--- config.mk ---
export PLATFORM = sky130hd
export DESIGN_NAME = ps2_frame_rx_flat
export DESIGN_NICKNAME = d
export VERILOG_FILES = /design/src/rtl/ps2_pkg.sv /design/src/rtl/ps2_frame_rx_if.sv /design/src/rtl/ps2_filter.sv /design/src/rtl/ps2_frame_rx.sv /design/src/flat_wrapper.sv
export SDC_FILE = /design/constraint.sdc
export NUM_CORES = 1
export LEC_CHECK = 0
export ABC_AREA = 1
export BUFFER_PORTS_ARGS = -buffer_cell sky130_fd_sc_hd__buf_2
export CAP_MARGIN = 20
export CORE_MARGIN = 2
export CORE_UTILIZATION = 55
export DETAILED_ROUTE_END_ITERATION = 10
export PLACE_DENSITY_LB_ADDON = 0.15
export SYNTH_ARGS = -nofsm -noshare
export SYNTH_HDL_FRONTEND = slang
export SYNTH_SLANG_ARGS = --single-unit
--- constraint.sdc ---
create_clock -name clk -period 1.85 [get_ports clk]
set_input_delay 0 -clock clk [delete_from_list [all_inputs] [get_ports clk]]
set_output_delay 0 -clock clk [all_outputs]
set_load 0.01 [all_outputs]
--- src/rtl/ps2_pkg.sv ---
`default_nettype none
// ------------------------------------------------------------------
// ps2_pkg : constants and types shared by the PS/2 receiver and its
//           keyboard-matrix consumer.                      Rev 1.0
// ------------------------------------------------------------------
package ps2_pkg;

  localparam logic [7:0] PS2_PREFIX_EXT = 8'hE0;
  localparam logic [7:0] PS2_PREFIX_REL = 8'hF0;

  localparam int PS2_KEY_W       = 11;
  localparam int PS2_KEY_STROBE  = 10;
  localparam int PS2_KEY_PRESSED = 9;
  localparam int PS2_KEY_EXT     = 8;

  typedef enum logic [1:0] {
    ST_IDLE   = 2'd0,
    ST_DATA   = 2'd1,
    ST_PARITY = 2'd2,
    ST_STOP   = 2'd3
  } rx_state_e;

  // Odd parity over data plus parity bit means the XOR of all nine is 1.
  function automatic logic odd_parity_ok(input logic [7:0] data, input logic par);
    return ^{data, par};
  endfunction

endpackage
`default_nettype wire

--- src/rtl/ps2_frame_rx_if.sv ---
`default_nettype none
// ------------------------------------------------------------------
// ps2_frame_rx_if : keyboard line inputs and key-event outputs of the
//                   PS/2 frame receiver.                   Rev 1.0
// ------------------------------------------------------------------
interface ps2_frame_rx_if;
  import ps2_pkg::*;

  logic                 ps2_clk;
  logic                 ps2_data;
  logic [PS2_KEY_W-1:0] ps2_key;
  logic                 frame_err;

  modport master (output ps2_clk, ps2_data, input ps2_key, frame_err);
  modport slave  (input ps2_clk, ps2_data, output ps2_key, frame_err);

endinterface
`default_nettype wire

--- src/rtl/ps2_filter.sv ---
`default_nettype none
// ------------------------------------------------------------------
// ps2_filter : 2-flop synchronizer, level glitch filter and one-cycle
//              falling-edge pulse for the PS/2 clock line.  Rev 1.0
// ------------------------------------------------------------------
module ps2_filter #(
  parameter int FILTER_LEN = 8
) (
  input  logic clk,
  input  logic reset,
  input  logic din,
  output logic fall
);

  localparam int CNT_W = (FILTER_LEN > 1) ? $clog2(FILTER_LEN) : 1;
  localparam logic [CNT_W-1:0] CNT_LAST = CNT_W'(FILTER_LEN - 1);

  logic [1:0]       sync_q, sync_d;
  logic             filt_q, filt_d;
  logic [CNT_W-1:0] cnt_q, cnt_d;
  logic             fall_q, fall_d;

  always_ff @(posedge clk or negedge reset) begin
    if (!reset) begin
      sync_q <= 2'b11;
      filt_q <= 1'b1;
      cnt_q  <= '0;
      fall_q <= 1'b0;
    end else begin
      sync_q <= sync_d;
      filt_q <= filt_d;
      cnt_q  <= cnt_d;
      fall_q <= fall_d;
    end
  end

  // Any sample matching the current level restarts the run count.
  always_comb begin
    sync_d = {sync_q[0], din};
    filt_d = filt_q;
    cnt_d  = '0;
    fall_d = 1'b0;
    if (sync_q[1] != filt_q) begin
      if (cnt_q == CNT_LAST) begin
        filt_d = sync_q[1];
        fall_d = ~sync_q[1];
      end else begin
        cnt_d = cnt_q + CNT_W'(1);
      end
    end
  end

  assign fall = fall_q;

endmodule
`default_nettype wire

--- src/rtl/ps2_frame_rx.sv ---
`default_nettype none
// ------------------------------------------------------------------
// ps2_frame_rx : PS/2 keyboard frame receiver producing toggle-strobed
//                key-event words with E0/F0 prefix tracking. Rev 1.0
// ------------------------------------------------------------------
module ps2_frame_rx
  import ps2_pkg::*;
#(
  parameter int FILTER_LEN = 8,
  parameter int TIMEOUT    = 6500
) (
  input  logic          clk,
  input  logic          reset,
  ps2_frame_rx_if.slave bus
);

  localparam int WD_W = $clog2(TIMEOUT + 1);
  localparam logic [WD_W-1:0] WD_LAST = WD_W'(TIMEOUT - 1);

  logic                 clk_fall;
  logic                 data_bit;
  logic                 wd_expire;

  logic [1:0]           data_sync_q, data_sync_d;
  rx_state_e            state_q, state_d;
  logic [2:0]           bit_cnt_q, bit_cnt_d;
  logic [7:0]           shift_q, shift_d;
  logic                 parity_ok_q, parity_ok_d;
  logic [WD_W-1:0]      wdog_q, wdog_d;
  logic                 ext_q, ext_d;
  logic                 rel_q, rel_d;
  logic [PS2_KEY_W-1:0] key_q, key_d;
  logic                 err_q, err_d;

  ps2_filter #(
    .FILTER_LEN(FILTER_LEN)
  ) u_clk_filter (
    .clk  (clk),
    .reset(reset),
    .din  (bus.ps2_clk),
    .fall (clk_fall)
  );

  assign data_bit  = data_sync_q[1];
  assign wd_expire = (state_q != ST_IDLE) && (wdog_q == WD_LAST);

  always_ff @(posedge clk or negedge reset) begin
    if (!reset) begin
      data_sync_q <= 2'b11;
      state_q     <= ST_IDLE;
      bit_cnt_q   <= '0;
      shift_q     <= '0;
      parity_ok_q <= 1'b0;
      wdog_q      <= '0;
      ext_q       <= 1'b0;
      rel_q       <= 1'b0;
      key_q       <= '0;
      err_q       <= 1'b0;
    end else begin
      data_sync_q <= data_sync_d;
      state_q     <= state_d;
      bit_cnt_q   <= bit_cnt_d;
      shift_q     <= shift_d;
      parity_ok_q <= parity_ok_d;
      wdog_q      <= wdog_d;
      ext_q       <= ext_d;
      rel_q       <= rel_d;
      key_q       <= key_d;
      err_q       <= err_d;
    end
  end

  always_comb begin
    data_sync_d = {data_sync_q[0], bus.ps2_data};
    state_d     = state_q;
    bit_cnt_d   = bit_cnt_q;
    shift_d     = shift_q;
    parity_ok_d = parity_ok_q;
    ext_d       = ext_q;
    rel_d       = rel_q;
    key_d       = key_q;
    err_d       = 1'b0;
    wdog_d      = (state_q != ST_IDLE) ? wdog_q + WD_W'(1) : '0;
    if (clk_fall) begin
      wdog_d = WD_W'(1);
    end

    // Watchdog expiry wins over a coincident fall; prefix flags survive it.
    if (wd_expire) begin
      state_d   = ST_IDLE;
      bit_cnt_d = '0;
      shift_d   = '0;
      err_d     = 1'b1;
    end else begin
      unique case (state_q)
        ST_IDLE: begin
          if (clk_fall && !data_bit) begin
            state_d   = ST_DATA;
            bit_cnt_d = '0;
            shift_d   = '0;
          end
        end
        ST_DATA: begin
          if (clk_fall) begin
            shift_d   = {data_bit, shift_q[7:1]};
            bit_cnt_d = bit_cnt_q + 3'd1;
            if (bit_cnt_q == 3'd7) begin
              state_d = ST_PARITY;
            end
          end
        end
        ST_PARITY: begin
          if (clk_fall) begin
            parity_ok_d = odd_parity_ok(shift_q, data_bit);
            state_d     = ST_STOP;
          end
        end
        ST_STOP: begin
          if (clk_fall) begin
            state_d = ST_IDLE;
            if (parity_ok_q && data_bit) begin
              if (shift_q == PS2_PREFIX_EXT) begin
                ext_d = 1'b1;
              end else if (shift_q == PS2_PREFIX_REL) begin
                rel_d = 1'b1;
              end else begin
                key_d = {~key_q[PS2_KEY_STROBE], ~rel_q, ext_q, shift_q};
                ext_d = 1'b0;
                rel_d = 1'b0;
              end
            end else begin
              err_d = 1'b1;
              ext_d = 1'b0;
              rel_d = 1'b0;
            end
          end
        end
        default: state_d = ST_IDLE;
      endcase
    end

    if (state_d == ST_IDLE) begin
      wdog_d = '0;
    end
  end

  assign bus.ps2_key   = key_q;
  assign bus.frame_err = err_q;

endmodule
`default_nettype wire

--- src/flat_wrapper.sv ---
// flat-port wrapper written by rule: the top's interface ports become plain ports
module ps2_frame_rx_flat import ps2_pkg::*;
#(
  parameter int FILTER_LEN = 8,
  parameter int TIMEOUT    = 6500
)
  (clk, reset, bus_ps2_clk, bus_ps2_data, bus_ps2_key, bus_frame_err);
  ps2_frame_rx_if bus_i ();
  input  logic clk;
  input  logic reset;
  input wire logic [$bits(bus_i.ps2_clk)-1:0] bus_ps2_clk;
  input wire logic [$bits(bus_i.ps2_data)-1:0] bus_ps2_data;
  output wire logic [$bits(bus_i.ps2_key)-1:0] bus_ps2_key;
  output wire logic [$bits(bus_i.frame_err)-1:0] bus_frame_err;
  assign bus_i.ps2_clk = bus_ps2_clk;
  assign bus_i.ps2_data = bus_ps2_data;
  assign bus_ps2_key = bus_i.ps2_key;
  assign bus_frame_err = bus_i.frame_err;
  ps2_frame_rx #(.FILTER_LEN(FILTER_LEN), .TIMEOUT(TIMEOUT)) u_core (.clk(clk), .reset(reset), .bus(bus_i));
endmodule
==> flow_summary.json <==
{
  "outcome": "finished, final reports clean",
  "avgRoutedWirePerCell_um": 11.4,
  "endpoint_kind": "register",
  "numPortBuffers": 15,
  "synth.area.top_cells": "sky130_fd_sc_hd__dfrtp_1 (45%), sky130_fd_sc_hd__nand2_1 (13%), sky130_fd_sc_hd__nand3_1 (6.8%), sky130_fd_sc_hd__dfstp_2 (5.3%), sky130_fd_sc_hd__inv_1 (4.7%)",
  "worst_hold_slack_ns": 0.319,
  "maxCapViolations": 0,
  "place.gp.congestion": 0.821,
  "grt_setup_unrepaired": "false",
  "worst-endpoint-required_ns": 2.03,
  "synthesis.yosys.warnings": 0,
  "timing.critical_path.from_type": "register",
  "critPathKind": "reg2reg",
  "critical_path_arrival_ns": 1.83,
  "die_height_um": 71.2,
  "fin_tns_setup_ns": 0,
  "post-cts-setup-buffers": 0,
  "clock_insertion_delay_worst_skew_ns": 0.31,
  "dieArea_sq_mm": 0.00507,
  "power.switching_fraction_pct": 22.6,
  "vdd_drop_max_v": 0.000486,
  "hold_path.class": "in2async",
  "async_flop_share_pct": 100,
  "fmax_mhz": 606,
  "power.net_switching_mw": 0.435,
  "wirelength_mm": 4.34,
  "max_slew_violations": 0,
  "drtPass1Iterations": 4,
  "grt_first_pass_wirelength_mm": 7.53,
  "period_minus_slack_ns": 1.65,
  "grt_start_max_net_pins": 51,
  "layout_cell_share_with_drive_strength_beyond_1_pct": 13.7,
  "detail_route.vias_per_cell": 5.05,
  "reg2reg_slack_ns": 0.20,
  "cts.sinks": 50,
  "synth_top_area_share_pct": 45.3,
  "grt_antenna_before_repair": 0,
  "routed_antenna_nets": 0,
  "max-clock-path-buffers": 2,
  "synth_seq_cells": 50,
  "max_slew.worst_pin.slew_ns": 0.601,
  "core-area_sq_mm": 0.00435,
  "largest_fanout_on_the_critical_path": 8,
  "start_util_pct": 57.1,
  "design_power_total_mw": 1.92,
  "cts_tree": "yes",
  "ys_top_cells_by_count": "sky130_fd_sc_hd__nand2_1 (88), sky130_fd_sc_hd__dfrtp_1 (45), sky130_fd_sc_hd__nand3_1 (34)",
  "grt_remaining_overflow": 0,
  "dominantRegCellSynth": "sky130_fd_sc_hd__dfrtp_1",
  "detailedRoute.firstIterationViolations": 86,
  "cts_made_buffers": 5,
  "top_level_ports": 16,
  "netlist_instances": 306,
  "clkPwrFrac_pct": 33.5,
  "power_per_cell_area_mw_per_mm2": 704,
  "seq_area_frac_synth_pct": 50.6,
  "final_cells": 380,
  "synth.most_common_cell": "sky130_fd_sc_hd__nand2_1",
  "antenna_cells_inserted": 0,
  "total_instance_count_after_detailed_placement": 369,
  "clock-skew-final_ns": 0.00934,
  "finalSetupViolCount": 0,
  "pwr-share-comb_pct": 6.1,
  "dp_hpwl_mm": 3.10,
  "row_count": 24,
  "finalNetCount": 336,
  "worst_setup_hold_path_clk_slew_ns": 0.09,
  "syn_area_per_cell_sq_um": 8.12,
  "internal_power_mw": 1.49,
  "synthesis.area_sq_mm": 0.00249,
  "first_global_vias": 1764,
  "remaining_drc_errors": 0,
  "die_x_um": 71.2,
  "netlist.top_cell.by_area": "sky130_fd_sc_hd__dfrtp_1",
  "synth_fp_nets": 315,
  "clk_root_buffer_cell": "sky130_fd_sc_hd__clkbuf_8",
  "h-tree-depth": 2,
  "slew_hr_pct": 59.9,
  "static-leakage-power_nw": 1.41,
  "via_count": 1919,
  "pwr-share-seq_pct": 60.4,
  "area_growth_syn_to_layout_pct": 9.81,
  "distinct_cell_type_count_after_synthesis": 29,
  "min_period_over_period_pct": 89.2,
  "synth-edff-count": 0,
  "groute.usage.overall_pct": 18.9,
  "final_hold_viol_count": 0
}
## state kept, by name, indices dropped and copies added, names as in the netlist, 2 cells and up
register and cells:
u_core.data_sync_q 2, u_core.bit_cnt_q 3, u_core.bus.ps2_key 11, u_core.u_clk_filter.sync_q 2, u_core.state_q 2, u_core.wdog_q 13, u_core.shift_q 8, u_core.u_clk_filter.cnt_q 3
## routing by layer
metal,vias up,GRT usage [%],part of all wire (%)
met5,-,0,0
met4,0,9.43,1.2
met3,6,3.80,4.9
met2,36,28.1,42
met1,849,26.7,52
li1,1028,-,-
## critical path, stage by stage (launching register included)
cell	delay, ns
sky130_fd_sc_hd__dfrtp_1	0.41
sky130_fd_sc_hd__ha_1	0.21
sky130_fd_sc_hd__ha_1	0.19
sky130_fd_sc_hd__nand3_1	0.10
sky130_fd_sc_hd__nand2_1	0.06
sky130_fd_sc_hd__nand2_1	0.08
sky130_fd_sc_hd__inv_1	0.05
sky130_fd_sc_hd__o21ai_2	0.32
sky130_fd_sc_hd__nor2_1	0.10
## timing repair
item,CTS,global route
hold endpoints to repair,47,0
resized for setup,0,1
hold buffers,3,0
endpoints found under the setup margin,0,11
## path summary, 6_finish.rpt
path                       depth (start not counted)                       endpoint                          start
max                                                8              u_core.wdog_q[12]            u_core.bit_cnt_q[0]
min                                                3               u_core.wdog_q[4]                          reset
max reg2reg                                        8              u_core.wdog_q[12]            u_core.bit_cnt_q[0]
min reg2reg                                        0  u_core.u_clk_filter.sync_q[1]  u_core.u_clk_filter.sync_q[0]
max in group asynchronous                          3              u_core.state_q[1]                          reset
min in group clk                                   2          u_core.data_sync_q[0]                   bus_ps2_data
## stage by stage
step	utilization (%)	worst slack, ns	area (sq um)
finish	62.7	0.201	2730
global route	62.7	0.0353	2730
CTS	62.6	0.0621	2730
detailed placement	59.9	0.0760	2610
global placement	59.9	0.107	2610
floorplan	-	0.422	2490
## power groups by stage
stage	logic, mW	registers [mW]	clock network, mW
floorplan	0.0770	1.18	0
global placement	0.115	1.18	0
detailed placement	0.115	1.18	0
CTS	0.121	1.16	0.661
global route	0.144	1.17	0.697
finish	0.117	1.16	0.644
## cells by family after synthesis
logic type,share of synthesized area [%]
AOI/OAI and AO/OA,6.69
adders and majority gates,2.52
and+or+nand+nor,30.7
buffers and inverters,7.75
xor gates and xnor gates,1.76
DFF,50.6
## layout make-up
| class | count | area, sq um |
|---|---|---|
| Multi-Input combinational cell | 211 | 1040 |
| Fill cell | 365 | 1620 |
| Clock inverter | 1 | 5.00 |
| Inverter | 36 | 135 |
| Sequential cell | 50 | 1260 |
| Timing Repair Buffer | 23 | 143 |
| Clock buffer | 7 | 86.3 |
| Tap cell | 52 | 65.1 |
## placed cells by master, fill, tap and decap left out, types with 2 or more instances in the layout
master                           n
sky130_fd_sc_hd__nand2_1        88
sky130_fd_sc_hd__dfrtp_1        45
sky130_fd_sc_hd__nand3_1        34
sky130_fd_sc_hd__inv_1          31
sky130_fd_sc_hd__nor2_1         24
sky130_fd_sc_hd__o21ai_0        18
sky130_fd_sc_hd__nor3_1         16
sky130_fd_sc_hd__buf_2          15
sky130_fd_sc_hd__nand4_1         6
sky130_fd_sc_hd__clkbuf_8        6
sky130_fd_sc_hd__inv_2           5
sky130_fd_sc_hd__ha_1            5
sky130_fd_sc_hd__buf_4           5
sky130_fd_sc_hd__dfstp_2         5
sky130_fd_sc_hd__xnor2_1         3
sky130_fd_sc_hd__dlygate4sd3_1   3
sky130_fd_sc_hd__nand2_4         2
sky130_fd_sc_hd__o21bai_1        2
sky130_fd_sc_hd__xor2_1          2
(Power assumes the default switching activity.)
